## src/rtl/booth_pp_accumulator_if.sv

```systemverilog
// Valid/ready bundle between the Booth row multiplexer, the partial-product
// accumulator and the exponent-align stage.
interface booth_pp_accumulator_if #(
    parameter int PP_W   = 14,
    parameter int PROD_W = 22
);
    logic              pp_valid;
    logic              pp_ready;
    logic [PP_W-1:0]   pp_data;
    logic              pp_neg;
    logic              pp_last;
    logic              prod_valid;
    logic              prod_ready;
    logic [PROD_W-1:0] prod_data;
    logic              err;

    modport master (
        output pp_valid, pp_data, pp_neg, pp_last, prod_ready,
        input  pp_ready, prod_valid, prod_data, err
    );

    modport slave (
        input  pp_valid, pp_data, pp_neg, pp_last, prod_ready,
        output pp_ready, prod_valid, prod_data, err
    );
endinterface

```

## src/rtl/booth_pp_accumulator.sv

```systemverilog
// Accumulates four radix-8 Booth partial products (one per beat) into the
// unsigned 22-bit mantissa product, with a sticky protocol/overflow error.
module booth_pp_accumulator #(
    parameter int NUM_PP = 4,
    parameter int PP_W   = 14,
    parameter int PROD_W = 22,
    parameter int ACC_W  = 24
) (
    input  logic                   clk,
    input  logic                   rst,
    booth_pp_accumulator_if.slave  bus
);
    localparam int               IDX_W    = $clog2(NUM_PP);
    localparam logic [IDX_W-1:0] LAST_IDX = IDX_W'(NUM_PP - 1);

    typedef enum logic {COLLECT, DONE} state_t;

    state_t                   state_q, state_d;
    logic [IDX_W-1:0]         idx_q, idx_d;
    logic signed [ACC_W-1:0]  acc_q, acc_d;
    logic signed [ACC_W-1:0]  acc_next;
    logic [PROD_W-1:0]        prod_q, prod_d;
    logic                     pvld_q, pvld_d;
    logic                     err_q, err_d;

    // Sign-extend the beat, add the one's-complement correction, then apply
    // the radix-8 weight 2^(3*idx).
    function automatic logic signed [ACC_W-1:0] weighted_pp(
        input logic [PP_W-1:0]  d,
        input logic             neg,
        input logic [IDX_W-1:0] idx
    );
        logic signed [ACC_W-1:0] v;
        v = signed'({{(ACC_W-PP_W){d[PP_W-1]}}, d})
          + signed'({{(ACC_W-1){1'b0}}, neg});
        return v <<< (3 * idx);
    endfunction

    assign acc_next = acc_q + weighted_pp(bus.pp_data, bus.pp_neg, idx_q);

    always_comb begin
        state_d = state_q;
        idx_d   = idx_q;
        acc_d   = acc_q;
        prod_d  = prod_q;
        pvld_d  = pvld_q;
        err_d   = err_q;
        unique case (state_q)
            COLLECT: begin
                if (bus.pp_valid) begin
                    acc_d = acc_next;
                    idx_d = idx_q + 1'b1;
                    if (bus.pp_last != (idx_q == LAST_IDX)) err_d = 1'b1;
                    // Completion is decided by the beat count alone.
                    if (idx_q == LAST_IDX) begin
                        idx_d   = '0;
                        state_d = DONE;
                        prod_d  = acc_next[PROD_W-1:0];
                        pvld_d  = 1'b1;
                        if (acc_next[ACC_W-1:PROD_W] != '0) err_d = 1'b1;
                    end
                end
            end
            DONE: begin
                if (bus.prod_ready) begin
                    pvld_d  = 1'b0;
                    acc_d   = '0;
                    state_d = COLLECT;
                end
            end
            default: state_d = COLLECT;
        endcase
    end

    always_ff @(posedge clk or posedge rst) begin
        if (rst) begin
            state_q <= COLLECT;
            idx_q   <= '0;
            acc_q   <= '0;
            prod_q  <= '0;
            pvld_q  <= 1'b0;
            err_q   <= 1'b0;
        end else begin
            state_q <= state_d;
            idx_q   <= idx_d;
            acc_q   <= acc_d;
            prod_q  <= prod_d;
            pvld_q  <= pvld_d;
            err_q   <= err_d;
        end
    end

    assign bus.pp_ready   = (state_q == COLLECT);
    assign bus.prod_valid = pvld_q;
    assign bus.prod_data  = prod_q;
    assign bus.err        = err_q;
endmodule

```

## src/flat_wrapper.sv

```systemverilog
// flat-port wrapper written by rule: the top's interface ports become plain ports
module booth_pp_accumulator_flat 
#(
    parameter int NUM_PP = 4,
    parameter int PP_W   = 14,
    parameter int PROD_W = 22,
    parameter int ACC_W  = 24
)
  (clk, rst, bus_pp_valid, bus_pp_data, bus_pp_neg, bus_pp_last, bus_prod_ready, bus_pp_ready, bus_prod_valid, bus_prod_data, bus_err);
  booth_pp_accumulator_if #(.PP_W(PP_W), .PROD_W(PROD_W)) bus_i ();
  input  logic clk;
  input  logic rst;
  input wire logic [$bits(bus_i.pp_valid)-1:0] bus_pp_valid;
  input wire logic [$bits(bus_i.pp_data)-1:0] bus_pp_data;
  input wire logic [$bits(bus_i.pp_neg)-1:0] bus_pp_neg;
  input wire logic [$bits(bus_i.pp_last)-1:0] bus_pp_last;
  input wire logic [$bits(bus_i.prod_ready)-1:0] bus_prod_ready;
  output wire logic [$bits(bus_i.pp_ready)-1:0] bus_pp_ready;
  output wire logic [$bits(bus_i.prod_valid)-1:0] bus_prod_valid;
  output wire logic [$bits(bus_i.prod_data)-1:0] bus_prod_data;
  output wire logic [$bits(bus_i.err)-1:0] bus_err;
  assign bus_i.pp_valid = bus_pp_valid;
  assign bus_i.pp_data = bus_pp_data;
  assign bus_i.pp_neg = bus_pp_neg;
  assign bus_i.pp_last = bus_pp_last;
  assign bus_i.prod_ready = bus_prod_ready;
  assign bus_pp_ready = bus_i.pp_ready;
  assign bus_prod_valid = bus_i.prod_valid;
  assign bus_prod_data = bus_i.prod_data;
  assign bus_err = bus_i.err;
  booth_pp_accumulator #(.NUM_PP(NUM_PP), .PP_W(PP_W), .PROD_W(PROD_W), .ACC_W(ACC_W)) u_core (.clk(clk), .rst(rst), .bus(bus_i));
endmodule
```

## config.mk

```make
export PLATFORM = sky130hd
export DESIGN_NAME = booth_pp_accumulator_flat
export DESIGN_NICKNAME = d
export VERILOG_FILES = /design/src/rtl/booth_pp_accumulator_if.sv /design/src/rtl/booth_pp_accumulator.sv /design/src/flat_wrapper.sv
export SDC_FILE = /design/constraint.sdc
export NUM_CORES = 1
export LEC_CHECK = 0
export CORE_MARGIN = 2
export CORE_UTILIZATION = 58
export CTS_CLUSTER_SIZE = 24
export DETAILED_ROUTE_END_ITERATION = 10
export GPL_TIMING_DRIVEN = 0
export PLACE_DENSITY = 0.81
export SKIP_LAST_GASP = 1
export SLEW_MARGIN = 20
export SYNTH_ARGS = -nofsm -noshare
export SYNTH_HDL_FRONTEND = slang
export SYNTH_SLANG_ARGS = --single-unit
```

## constraint.sdc

```tcl
create_clock -name clk -period 6.3 [get_ports clk]
set_input_delay 1.575 -clock clk [delete_from_list [all_inputs] [get_ports clk]]
set_output_delay 1.575 -clock clk [all_outputs]
set_load 0.01 [all_outputs]
```

==> impl_metrics.py <==
metrics = {
    "floorplanning": {
        "rows": 31,
        "dieWidth_um": 90.0,
        "die_h_um": 90.0,
        "initial_utilization": 0.594,
        "coreArea_um2": 7210,
        "die_area_um2": 8100,
        "ios": 45,
    },
    "placed_design": {
        "gp_congestion": 0.935,
        "io_buffers": 38,
        "dpl-instance-area_um2": 4810,
        "place_ws_ns": -0.0813,
        "dpl.hpwl_mm": 8.84,
    },
    "global_routing": {
        "grt_pass1_wl_mm": 20.3,
        "overflow": 0,
        "grt_pass1_vias": 4154,
        "grt_max_degree": 32,
        "antenna_found_initial": 0,
        "grtUsageTotal": 0.304,
    },
    "synth": {
        "synthFlopType": "dfrtp_1",
        "syn_inst": 511,
        "synth-async-reset-ratio": 1.00,
        "yosysUniqueCellTypes": 60,
        "syn-mean-instance-area_um2": 8.39,
        "synth-seq-area-share": 0.298,
        "syn_area_um2": 4290,
        "synth-seq-cells": 51,
        "yosys_warnings": 0,
        "synth_edf_count": 0,
        "synth_nets": 560,
    },
    "route": {
        "routedWlPerCell_um": 18.0,
        "post-route-drc-count": 0,
        "routed_wl_mm": 11.8,
        "dr_wl_met2_mm": 5.89,
        "avgViaCountPerCell": 6.31,
        "vias": 4152,
        "ant_nets": 0,
        "top_layer": "met4",
        "wirelength_met1_mm": 5.02,
        "met3_length_um": 568,
        "firstDrtPassIters": 5,
        "drt-initial-drc-count": 402,
    },
    "timing": {
        "min_period_ns": 6.02,
        "finalMaxSlewViolations": 0,
        "slew_headroom": 0.554,
        "skew_ns": 0.00979,
        "period_share": 0.956,
        "tns_ns": 0,
        "timing.final.ws_setup_ns": 0.280,
        "finalHoldViolCount": 0,
        "setup_viol": 0,
        "tightestPinTransition_ns": 0.658,
        "fmax_mhz": 166,
        "timing.hold.ws_ns": 0.489,
    },
    "clocking": {
        "htree_levels": 2,
        "clk_latency_ns": 0.31,
        "clk_pin_slew_worst_paths_ns": 0.10,
        "cts_tree": "done",
        "cts_buffers": 5,
        "hold_buffers": 0,
        "clockBufferDepth": 2,
        "cts_num_sinks": 51,
        "cts_root_buf": "clkbuf_8",
    },
    "status": {
        "outcome": "completed",
    },
    "hold_path": {
        "min_to": "u_core.bus.prod_data[19]$_DFFE_PP0P_",
        "holdPathStages": 2,
        "hp-class": "reg -> reg",
        "worstHoldStart": "u_core.bus.prod_data[19]$_DFFE_PP0P_",
    },
    "final_layout": {
        "area_delta_synth_final_pct": 15.4,
        "mostFrequentLayoutCells": "nand2_1, dfrtp_1, o21ai_0",
        "nets": 607,
        "drive_gt1_frac": 0.0894,
        "antenna_cells": 0,
        "layout_commonest_cell": "nand2_1",
        "final_area_um2": 4950,
    },
    "setup_path": {
        "rr_startpoint": "u_core.idx_q[0]$_DFFE_PP0P_",
        "crit_type": "in -> reg",
        "critPathLaunchType": "input port",
        "worst-path-max-fanout": 7,
        "worstPathArrival_ns": 6.23,
        "regToRegSetupSlack_ns": 1.14,
        "endpoint_kind": "flop",
        "rr_endpoint": "u_core.bus.prod_data[21]$_DFFE_PP0P_",
        "worstRegToRegCells": 19,
        "worstPathRequired_ns": 6.51,
    },
    "flow_run": {
        "maxCapViolations": 0,
    },
}
==> critical path: stages <==
cell,delay (ns)
clkdlybuf4s50_1,0.49
ha_1,0.29
and2_1,0.16
clkbuf_1,0.27
nand3_1,0.13
a21oi_1,0.19
o211ai_1,0.16
a21oi_1,0.29
mux2i_1,0.17
mux2i_1,0.23
ha_1,0.33
nand3_1,0.19
nor2_1,0.08
a221oi_2,0.31
o41ai_2,0.15
a211o_1,0.35
a221oi_4,0.33
o21bai_2,0.09
xor2_1,0.16
mux2_2,0.27
==> layout make-up <==
type	instances	area, µm²
inverters	15	56.3
flip-flops and latches	51	1280
plain buffers	30	140
fillers	625	2260
well taps	99	124
clock inverters	3	47.5
multi-input cells	415	2830
clock buffers	5	68.8
repair buffers	40	408
==> how the worst max path moves through the flow <==
stage,startpoint,endpoint,cells after the start
floorplan,bus_pp_neg,u_core.bus.prod_data[21]$_DFFE_PP0P_,19
global placement,bus_pp_neg,u_core.bus.prod_data[21]$_DFFE_PP0P_,20
detailed placement,bus_pp_data[0],u_core.bus.prod_data[21]$_DFFE_PP0P_,20
CTS,bus_pp_data[0],u_core.bus.prod_data[21]$_DFFE_PP0P_,20
global route,bus_pp_data[0],u_core.bus.prod_data[21]$_DFFE_PP0P_,21
finish,bus_pp_data[0],u_core.bus.prod_data[21]$_DFFE_PP0P_,20
==> state kept, by name, summed over array words and instances (netlist names) <==
register and count:
u_core.bus.err 1, u_core.bus.prod_data 22, u_core.acc_q 24, u_core.idx_q 2, u_core.bus.prod_valid 1, u_core.state_q 1
==> cells in the mapped netlist, types with 3 or more instances <==
| cell type | count | area share |
|---|---|---|
| a211oi_1 | 9 | 0.016 |
| a21o_1 | 13 | 0.023 |
| a21oi_1 | 45 | 0.053 |
| a22o_1 | 11 | 0.022 |
| a31oi_1 | 7 | 0.010 |
| and2_1 | 5 | 0.0073 |
| and3_1 | 3 | 0.0044 |
| and4_1 | 5 | 0.010 |
| buf_2 | 4 | 0.0047 |
| buf_6 | 3 | 0.0079 |
| clkbuf_1 | 22 | 0.019 |
| dfrtp_1 | 51 | 0.30 |
| ha_1 | 28 | 0.082 |
| inv_1 | 14 | 0.012 |
| mux2_2 | 17 | 0.045 |
| mux2i_1 | 15 | 0.035 |
| nand2_1 | 60 | 0.053 |
| nand2b_1 | 3 | 0.0044 |
| nand3_1 | 11 | 0.013 |
| nand4_1 | 4 | 0.0058 |
| nor2_1 | 34 | 0.030 |
| nor3_1 | 10 | 0.012 |
| o211ai_1 | 4 | 0.0070 |
| o21ai_0 | 50 | 0.058 |
| o21bai_1 | 4 | 0.0070 |
| o22ai_1 | 4 | 0.0058 |
| o31ai_1 | 5 | 0.0088 |
| or2_2 | 3 | 0.0044 |
| xnor2_1 | 13 | 0.027 |
| xor2_1 | 11 | 0.022 |
==> kinds of logic after synthesis <==
logic type	Yosys count	synth area share
AND/OR/NAND/NOR	148	0.162
AO/OA/AOI/OAI	182	0.280
XOR/XNOR	24	0.0490
flip-flops	51	0.298
adder cells (fa/ha/maj)	29	0.0864
buffers and inverters	45	0.0458
multiplexers	32	0.0797
==> timing repair <==
item / in CTS / in global routing
endpoints found under the setup margin: 0 / 5
buffers inserted: 0 / 1
gates resized for setup: 0 / 3
==> layer usage <==
metal  global-route usage  up-vias
met2                0.537      174
met4                0.115        0
li1                     -     1976
met1                0.384     1960
met5                    0        -
met3               0.0327       42
==> through the flow <==
stage,util,std cells
detailed placement,0.667,649
CTS,0.683,657
global placement,0.664,648
finish,0.686,658
global route,0.686,658
floorplan,-,511
Power is left out: the tool's default activity adds up to more than one toggle a clock period on the data nets, which glitch-free logic cannot reach.
